File: src/rtl/mux_n_skid_if.sv
// Handshake bundle for mux_n_skid: upstream word/select offer, downstream
// registered result, and the squash control.
interface mux_n_skid_if #(
  parameter int WIDTH  = 32,
  parameter int NUM_IN = 4,
  parameter int SEL_W  = 2
);
  logic [NUM_IN*WIDTH-1:0] in_data;
  logic [SEL_W-1:0]        in_sel;
  logic                    in_valid;
  logic                    in_ready;
  logic                    flush;
  logic [WIDTH-1:0]        out_data;
  logic [SEL_W-1:0]        out_sel;
  logic                    out_err;
  logic                    out_valid;
  logic                    out_ready;

  modport slave (
    input  in_data, in_sel, in_valid, flush, out_ready,
    output in_ready, out_data, out_sel, out_err, out_valid
  );

  modport master (
    output in_data, in_sel, in_valid, flush, out_ready,
    input  in_ready, out_data, out_sel, out_err, out_valid
  );
endinterface

File: src/rtl/mux_n_skid.sv
// N:1 word selector with registered output and a 2-entry skid buffer
// (main register M drives the outputs, skid register S absorbs one stall).
module mux_n_skid #(
  parameter int WIDTH  = 32,
  parameter int NUM_IN = 4,
  parameter int SEL_W  = 2
) (
  input logic            clk,
  input logic            rst,
  mux_n_skid_if.slave    bus
);

  typedef struct packed {
    logic [WIDTH-1:0] data;
    logic [SEL_W-1:0] sel;
    logic             err;
    logic             valid;
  } entry_t;

  entry_t m_q;
  entry_t s_q;
  entry_t new_entry;
  logic   accept;
  logic   m_free;

  // NOTE: every always_comb output gets a default first, so no path can
  // leave a signal unassigned and infer a latch.
  always_comb begin
    new_entry       = '0;
    new_entry.sel   = bus.in_sel;
    new_entry.err   = 1'b1;
    new_entry.valid = 1'b1;
    for (int k = 0; k < NUM_IN; k++) begin
      if (bus.in_sel == SEL_W'(k)) begin
        new_entry.data = bus.in_data[k*WIDTH +: WIDTH];
        new_entry.err  = 1'b0;
      end
    end
  end

  // in_ready depends on registered state only, never on out_ready.
  assign bus.in_ready = ~s_q.valid;
  assign accept       = bus.in_valid & ~s_q.valid;
  assign m_free       = ~m_q.valid | bus.out_ready;

  // NOTE: sequential state uses non-blocking assignments so every register
  // sees the pre-edge values of the others, independent of statement order.
  always_ff @(posedge clk) begin
    if (rst) begin
      m_q <= '0;
      s_q <= '0;
    end else if (flush_q_n()) begin
      m_q.valid <= 1'b0;
      s_q.valid <= 1'b0;
    end else if (m_free) begin
      if (s_q.valid) begin
        // S only fills while M is held, so it is always the older word.
        m_q       <= s_q;
        s_q.valid <= 1'b0;
      end else if (accept) begin
        m_q <= new_entry;
      end else begin
        m_q.valid <= 1'b0;
      end
    end else if (accept) begin
      s_q <= new_entry;
    end
  end

  function automatic logic flush_q_n();
    return bus.flush;
  endfunction

  assign bus.out_data  = m_q.data;
  assign bus.out_sel   = m_q.sel;
  assign bus.out_err   = m_q.err;
  assign bus.out_valid = m_q.valid;

endmodule

File: src/flat_wrapper.sv
// flat-port wrapper written by rule: the top's interface ports become plain ports
module mux_n_skid_flat 
#(
  parameter int WIDTH  = 32,
  parameter int NUM_IN = 4,
  parameter int SEL_W  = 2
)
  (clk, rst, bus_in_data, bus_in_sel, bus_in_valid, bus_flush, bus_out_ready, bus_in_ready, bus_out_data, bus_out_sel, bus_out_err, bus_out_valid);
  mux_n_skid_if #(.WIDTH(WIDTH), .NUM_IN(NUM_IN), .SEL_W(SEL_W)) bus_i ();
  input logic clk;
  input logic rst;
  input wire logic [$bits(bus_i.in_data)-1:0] bus_in_data;
  input wire logic [$bits(bus_i.in_sel)-1:0] bus_in_sel;
  input wire logic [$bits(bus_i.in_valid)-1:0] bus_in_valid;
  input wire logic [$bits(bus_i.flush)-1:0] bus_flush;
  input wire logic [$bits(bus_i.out_ready)-1:0] bus_out_ready;
  output wire logic [$bits(bus_i.in_ready)-1:0] bus_in_ready;
  output wire logic [$bits(bus_i.out_data)-1:0] bus_out_data;
  output wire logic [$bits(bus_i.out_sel)-1:0] bus_out_sel;
  output wire logic [$bits(bus_i.out_err)-1:0] bus_out_err;
  output wire logic [$bits(bus_i.out_valid)-1:0] bus_out_valid;
  assign bus_i.in_data = bus_in_data;
  assign bus_i.in_sel = bus_in_sel;
  assign bus_i.in_valid = bus_in_valid;
  assign bus_i.flush = bus_flush;
  assign bus_i.out_ready = bus_out_ready;
  assign bus_in_ready = bus_i.in_ready;
  assign bus_out_data = bus_i.out_data;
  assign bus_out_sel = bus_i.out_sel;
  assign bus_out_err = bus_i.out_err;
  assign bus_out_valid = bus_i.out_valid;
  mux_n_skid #(.WIDTH(WIDTH), .NUM_IN(NUM_IN), .SEL_W(SEL_W)) u_core (.clk(clk), .rst(rst), .bus(bus_i));
endmodule
File: config.mk
export PLATFORM = sky130hd
export DESIGN_NAME = mux_n_skid_flat
export DESIGN_NICKNAME = d
export VERILOG_FILES = /design/src/rtl/mux_n_skid_if.sv /design/src/rtl/mux_n_skid.sv /design/src/flat_wrapper.sv
export SDC_FILE = /design/constraint.sdc
export NUM_CORES = 1
export LEC_CHECK = 0
export BUFFER_PORTS_ARGS = -buffer_cell sky130_fd_sc_hd__buf_2
export CORE_MARGIN = 4
export CORE_UTILIZATION = 43
export DETAILED_ROUTE_END_ITERATION = 16
export PLACE_DENSITY = 0.73
export SYNTH_ARGS = -nofsm -noshare
export SYNTH_HDL_FRONTEND = slang
export SYNTH_SLANG_ARGS = --single-unit
File: constraint.sdc
create_clock -name clk -period 1.3 [get_ports clk]
set_input_delay 0 -clock clk [delete_from_list [all_inputs] [get_ports clk]]
set_output_delay 0 -clock clk [all_outputs]
set_load 0.05 [all_outputs]
# After elaboration in Yosys (flattened, before gate mapping)

Index checks and enable logic that the tools add are counted.

Order comparisons: 0
Muxes and demuxes: 11
Equal/unequal tests: 3
Shifts and indexed selects: 0
Divide/modulo/power cells: 0
Reductions and logical operators: 6
Multiply operators: 0
$add $sub $neg: 0
Bitwise gates (word level): 6

Operators by type and width:

| operator             | count |
|---|---|
| $mux W32             | 4 |
| $mux W36             | 1 |
| $mux W35             | 1 |
| $reduce_and A3 Y1    | 2 |
| $mux W1              | 5 |
| $eq A2 B2 Y1 const B | 2 |
| $not A1 Y1           | 4 |
| $reduce_or A3 Y1     | 1 |
| $eq A2 B1 Y1 const B | 1 |
| $logic_not A2 Y1     | 1 |
| $reduce_bool A2 Y1   | 1 |
| $reduce_or A2 Y1     | 1 |
| $and A1 B1 Y1        | 1 |
| $or A1 B1 Y1         | 1 |

Bits in read-only memories: 0
RAM bits: 0
Latch bits: 0
Memories kept: 0
Word-level logic and storage cells: 34
Flip-flop bits (word level): 72

# Logic depth before layout (Yosys ltp)

Depth after elaboration: 7
Mapped depth: 6
Mapped depth without buffers: 3

# Least setup slack after synthesis

No wires, ideal clock.

Kind: reg-to-reg
From: register u_core.m_q (netlist bit u_core.bus.out_valid)
To: register u_core.s_q[13] in the netlist's numbering
Buffers on the path: 1
Stages on the path, launching flop included: 5
Slack: -0.267 ns
Library setup time: 0.117 ns
Arrival: 1.450 ns
Path through: dfxtp_1 and4bb_2 a21oi_2 buf_2 a22o_1

Word-level cells in the longest chain between the ends: 4

Ends and longest elaborated chain:

| element                     | line             | RTL |
|---|---|---|
| from (decl)                 | mux_n_skid.sv:20 | `entry_t m_q;` |
| from (signal assigned)      | mux_n_skid.sv:58 | `m_q <= s_q;` |
| from (signal assigned)      | mux_n_skid.sv:61 | `m_q <= new_entry;` |
| $not A1 Y1                  | mux_n_skid.sv:44 | `assign m_free = ~m_q.valid \| bus.out_ready;` |
| $or A1 B1 Y1                | mux_n_skid.sv:44 |  |
| $not A1 Y1 (no line)        | -                |  |
| $reduce_and A3 Y1 (no line) | -                |  |
| to (signal assigned)        | mux_n_skid.sv:66 | `s_q <= new_entry;` |
| to (decl)                   | mux_n_skid.sv:21 | `entry_t s_q;` |

Every way passes these cells.
A chain may end at the register's enable or synchronous reset.

# Worst setup path after layout

From: register u_core.s_q[0] in the netlist's numbering
To: register u_core.m_q (netlist bit u_core.bus.out_data[21])

Word-level cells in the longest chain between the ends: 4
Elaborated cells between the ends (all ways): 5
Those cells by class: mux (1); bitwise (2); reduce/logical (2)

Ends and longest elaborated chain:

| element                      | line             | RTL |
|---|---|---|
| $not A1 Y1                   | mux_n_skid.sv:43 | `assign accept = bus.in_valid & ~s_q.valid;` |
| $and A1 B1 Y1                | mux_n_skid.sv:43 |  |
| $reduce_bool A2 Y1 (no line) | -                |  |
| $reduce_and A3 Y1 (no line)  | -                |  |

Several ways; a longest one is shown, not always the timed one.

==> impl_metrics.py <==
metrics = {
    "logic_synthesis": {
        "async_flop_share_pct": 0,
        "syn_inst": 334,
        "synth_cell_types": 36,
        "yosys.area.top_type": "dfxtp_1",
        "syn_area_per_cell_um2": 11.2,
        "ys_ff_latch": 72,
        "syn-cell-area_um2": 3730,
        "synth_area_leaders": "dfxtp_1, mux4_2, a22o_1",
        "synth_edf_count": 0,
        "synth_flop_cell": "dfxtp_1",
        "yosysTopAreaCellShare_pct": 38.6,
        "synth_nets": 469,
        "seq_area_frac_synth_pct": 38.6,
        "synth_warnings": 0,
    },
    "sta": {
        "rsz0062_at_grt": "true",
        "finalCritPeriodShare_pct": 108,
        "final_hold_viol_count": 0,
        "setup_violations": 46,
        "maxSlewHeadroom_pct": 60.4,
        "tightest_slew_ns": 0.594,
        "fin_ws_ns": -0.0982,
        "max_freq_ghz": 0.715,
        "skew_ns": 0.0117,
        "slew_viol_final": 0,
        "holdWs_ns": 0.0678,
        "min_period_ns": 1.40,
    },
    "global_route": {
        "grt_antenna_before_repair": 0,
        "overflow": 0,
        "grt_pass1_wl_um": 19800,
        "grt_max_degree": 35,
        "grt_pass1_vias": 3825,
        "grtUsageTotal_pct": 24.9,
    },
    "cts": {
        "ctsHoldBuffers": 0,
        "root_buffer": "clkbuf_8",
        "cts_buffers": 9,
        "cts_tree": "yes",
        "clockBufferDepth": 2,
        "htreeDepth": 3,
        "clock_latency_ns": 0.35,
        "clkTransAtPathRegs_ns": 0.08,
        "clock_sinks": 72,
    },
    "die": {
        "dieHeight_um": 101,
        "die_area_um2": 10200,
        "die_w_um": 101,
        "start_util_pct": 44.7,
        "ioPinCount": 172,
        "rows": 33,
        "fp.coreArea_um2": 8340,
    },
    "critical_path": {
        "startpoint_type": "flip-flop",
        "cp_slowest_cell": "dfxtp_2",
        "slowest_delay_ns": 0.33,
        "cp-end-kind": "flip-flop",
        "required_ns": 1.52,
        "cp_num_buf_inv": 2,
        "cp_max_fo": 8,
        "crit_arrival_ns": 1.62,
        "critPathKind": "flip-flop to flip-flop",
        "cp_cell_sequence": "buf_6, buf_4, or2_4, a31oi_1, a311oi_2",
        "crit_family": "compound AO/OA/AOI/OAI gates",
    },
    "place": {
        "placed_area_um2": 4820,
        "place_hpwl_um": 8170,
        "io_buffer_count": 171,
        "gp_congestion": 0.755,
    },
    "hold_path": {
        "hold_class": "input pin to flip-flop",
    },
    "drt": {
        "drt_iter0_drc": 185,
        "drc": 0,
        "ant_nets": 0,
        "drt_first_pass_iters": 5,
        "vias": 3791,
        "via_per_inst": 5.99,
        "avgRoutedWirePerCell_um": 21.0,
        "drt-total-wl_um": 13300,
    },
    "layout": {
        "final_common_cell": "buf_2",
        "syn_to_final_growth_pct": 53.1,
        "drive_gt1_share_pct": 60.8,
        "layout.nets": 658,
        "final_util_pct": 68.5,
        "layout_common_cells": "buf_2, dfxtp_1, nand2_1",
        "diodes": 0,
        "design_area_um2": 5710,
    },
    "pwr": {
        "p_leak_uw": 0.00240,
        "finalPower_uw": 5700,
        "cellPowerDensity_nw_per_um2": 998,
        "ir_drop_mv": 0.568,
    },
    "outcome": {
        "failed_checks": "setup timing",
        "status": "complete, but fails checks",
    },
    "flow_run": {
        "cap_violations": 0,
    },
}
## cells by family (layout without fill, tap and decap cells)
family	count (synthesis)	after routing	share of synthesized area (%)
AND/OR/NAND/NOR	77	80	9.02
AO/OA/AOI/OAI	105	106	24.0
multiplexers	35	35	20.5
buffers and inverters	45	235	7.81
flip-flops	72	72	38.6
## registers in the layout, indices dropped and copies added, names as in the netlist
name and cells:
u_core.s_q 36, u_core.bus.out_data 32, u_core.bus.out_err 1, u_core.bus.out_valid 1, u_core.bus.out_sel 2
## final cells by class
| class | count | area (um2) |
|---|---|---|
| repair buffers | 214 | 1500 |
| inverters | 5 | 23.8 |
| flip-flops and latches | 72 | 1450 |
| well taps | 105 | 131 |
| fillers | 633 | 2630 |
| clock inverters | 4 | 51.3 |
| clock buffers | 12 | 165 |
| multi-input cells | 221 | 2400 |
## synth_stat cells (2+ instances only)
cell type	count
a21oi_1	3
a22o_1	32
a311oi_1	19
a311oi_2	12
a31oi_1	31
buf_12	3
buf_2	16
buf_6	5
clkbuf_1	11
clkbuf_2	2
dfxtp_1	72
inv_1	4
mux2i_1	3
mux4_1	4
mux4_2	28
nand2_1	62
nand3_1	3
nor2_1	2
nor3_2	2
o21ai_0	2
o32ai_1	3
## metal layers
layer | track usage [%] | vias to the layer above | wire length [um]
li1 | - | 1713 | -
met1 | 31.7 | 1843 | 5070
met2 | 41.9 | 208 | 6740
met3 | 4.48 | 27 | 1200
met4 | 10.3 | 0 | 308
met5 | 0 | - | 0
## power breakdown
part	switching [uW]	internal, uW
registers	60.8	2290
logic	804	629
clock network	873	1040
total	1740	3960
## worst paths after layout
kind                       from                      end  slack [ns]  cells past startpoint
hold reg to reg   u_core.s_q[1]            u_core.s_q[1]        0.47                      1
setup reg to reg  u_core.s_q[0]  u_core.bus.out_data[21]        -0.1                      5
setup / recovery  u_core.s_q[0]  u_core.bus.out_data[21]        -0.1                      5
hold / removal              rst  u_core.bus.out_data[13]        0.07                      2
## what timing repair did
item | 4_1_cts | 5_1_grt
setup buffers | 13 | 1
cloned | 7 | 4
gates resized for setup | 36 | 43
endpoints found under the setup margin | 69 | 70
pin swaps | 15 | 27
## per-stage QoR
stage	setup slack [ns]	TNS (ns)	instances
after floorplan	-0.0290	-0.169	334
after global placement	-0.323	-16.35	593
after detailed placement	-0.347	-18.17	593
after CTS	-0.0691	-2.16	629
after global routing	-0.126	-2.86	633
final	-0.0982	-0.790	633
Power figures use the tool's default switching activity.
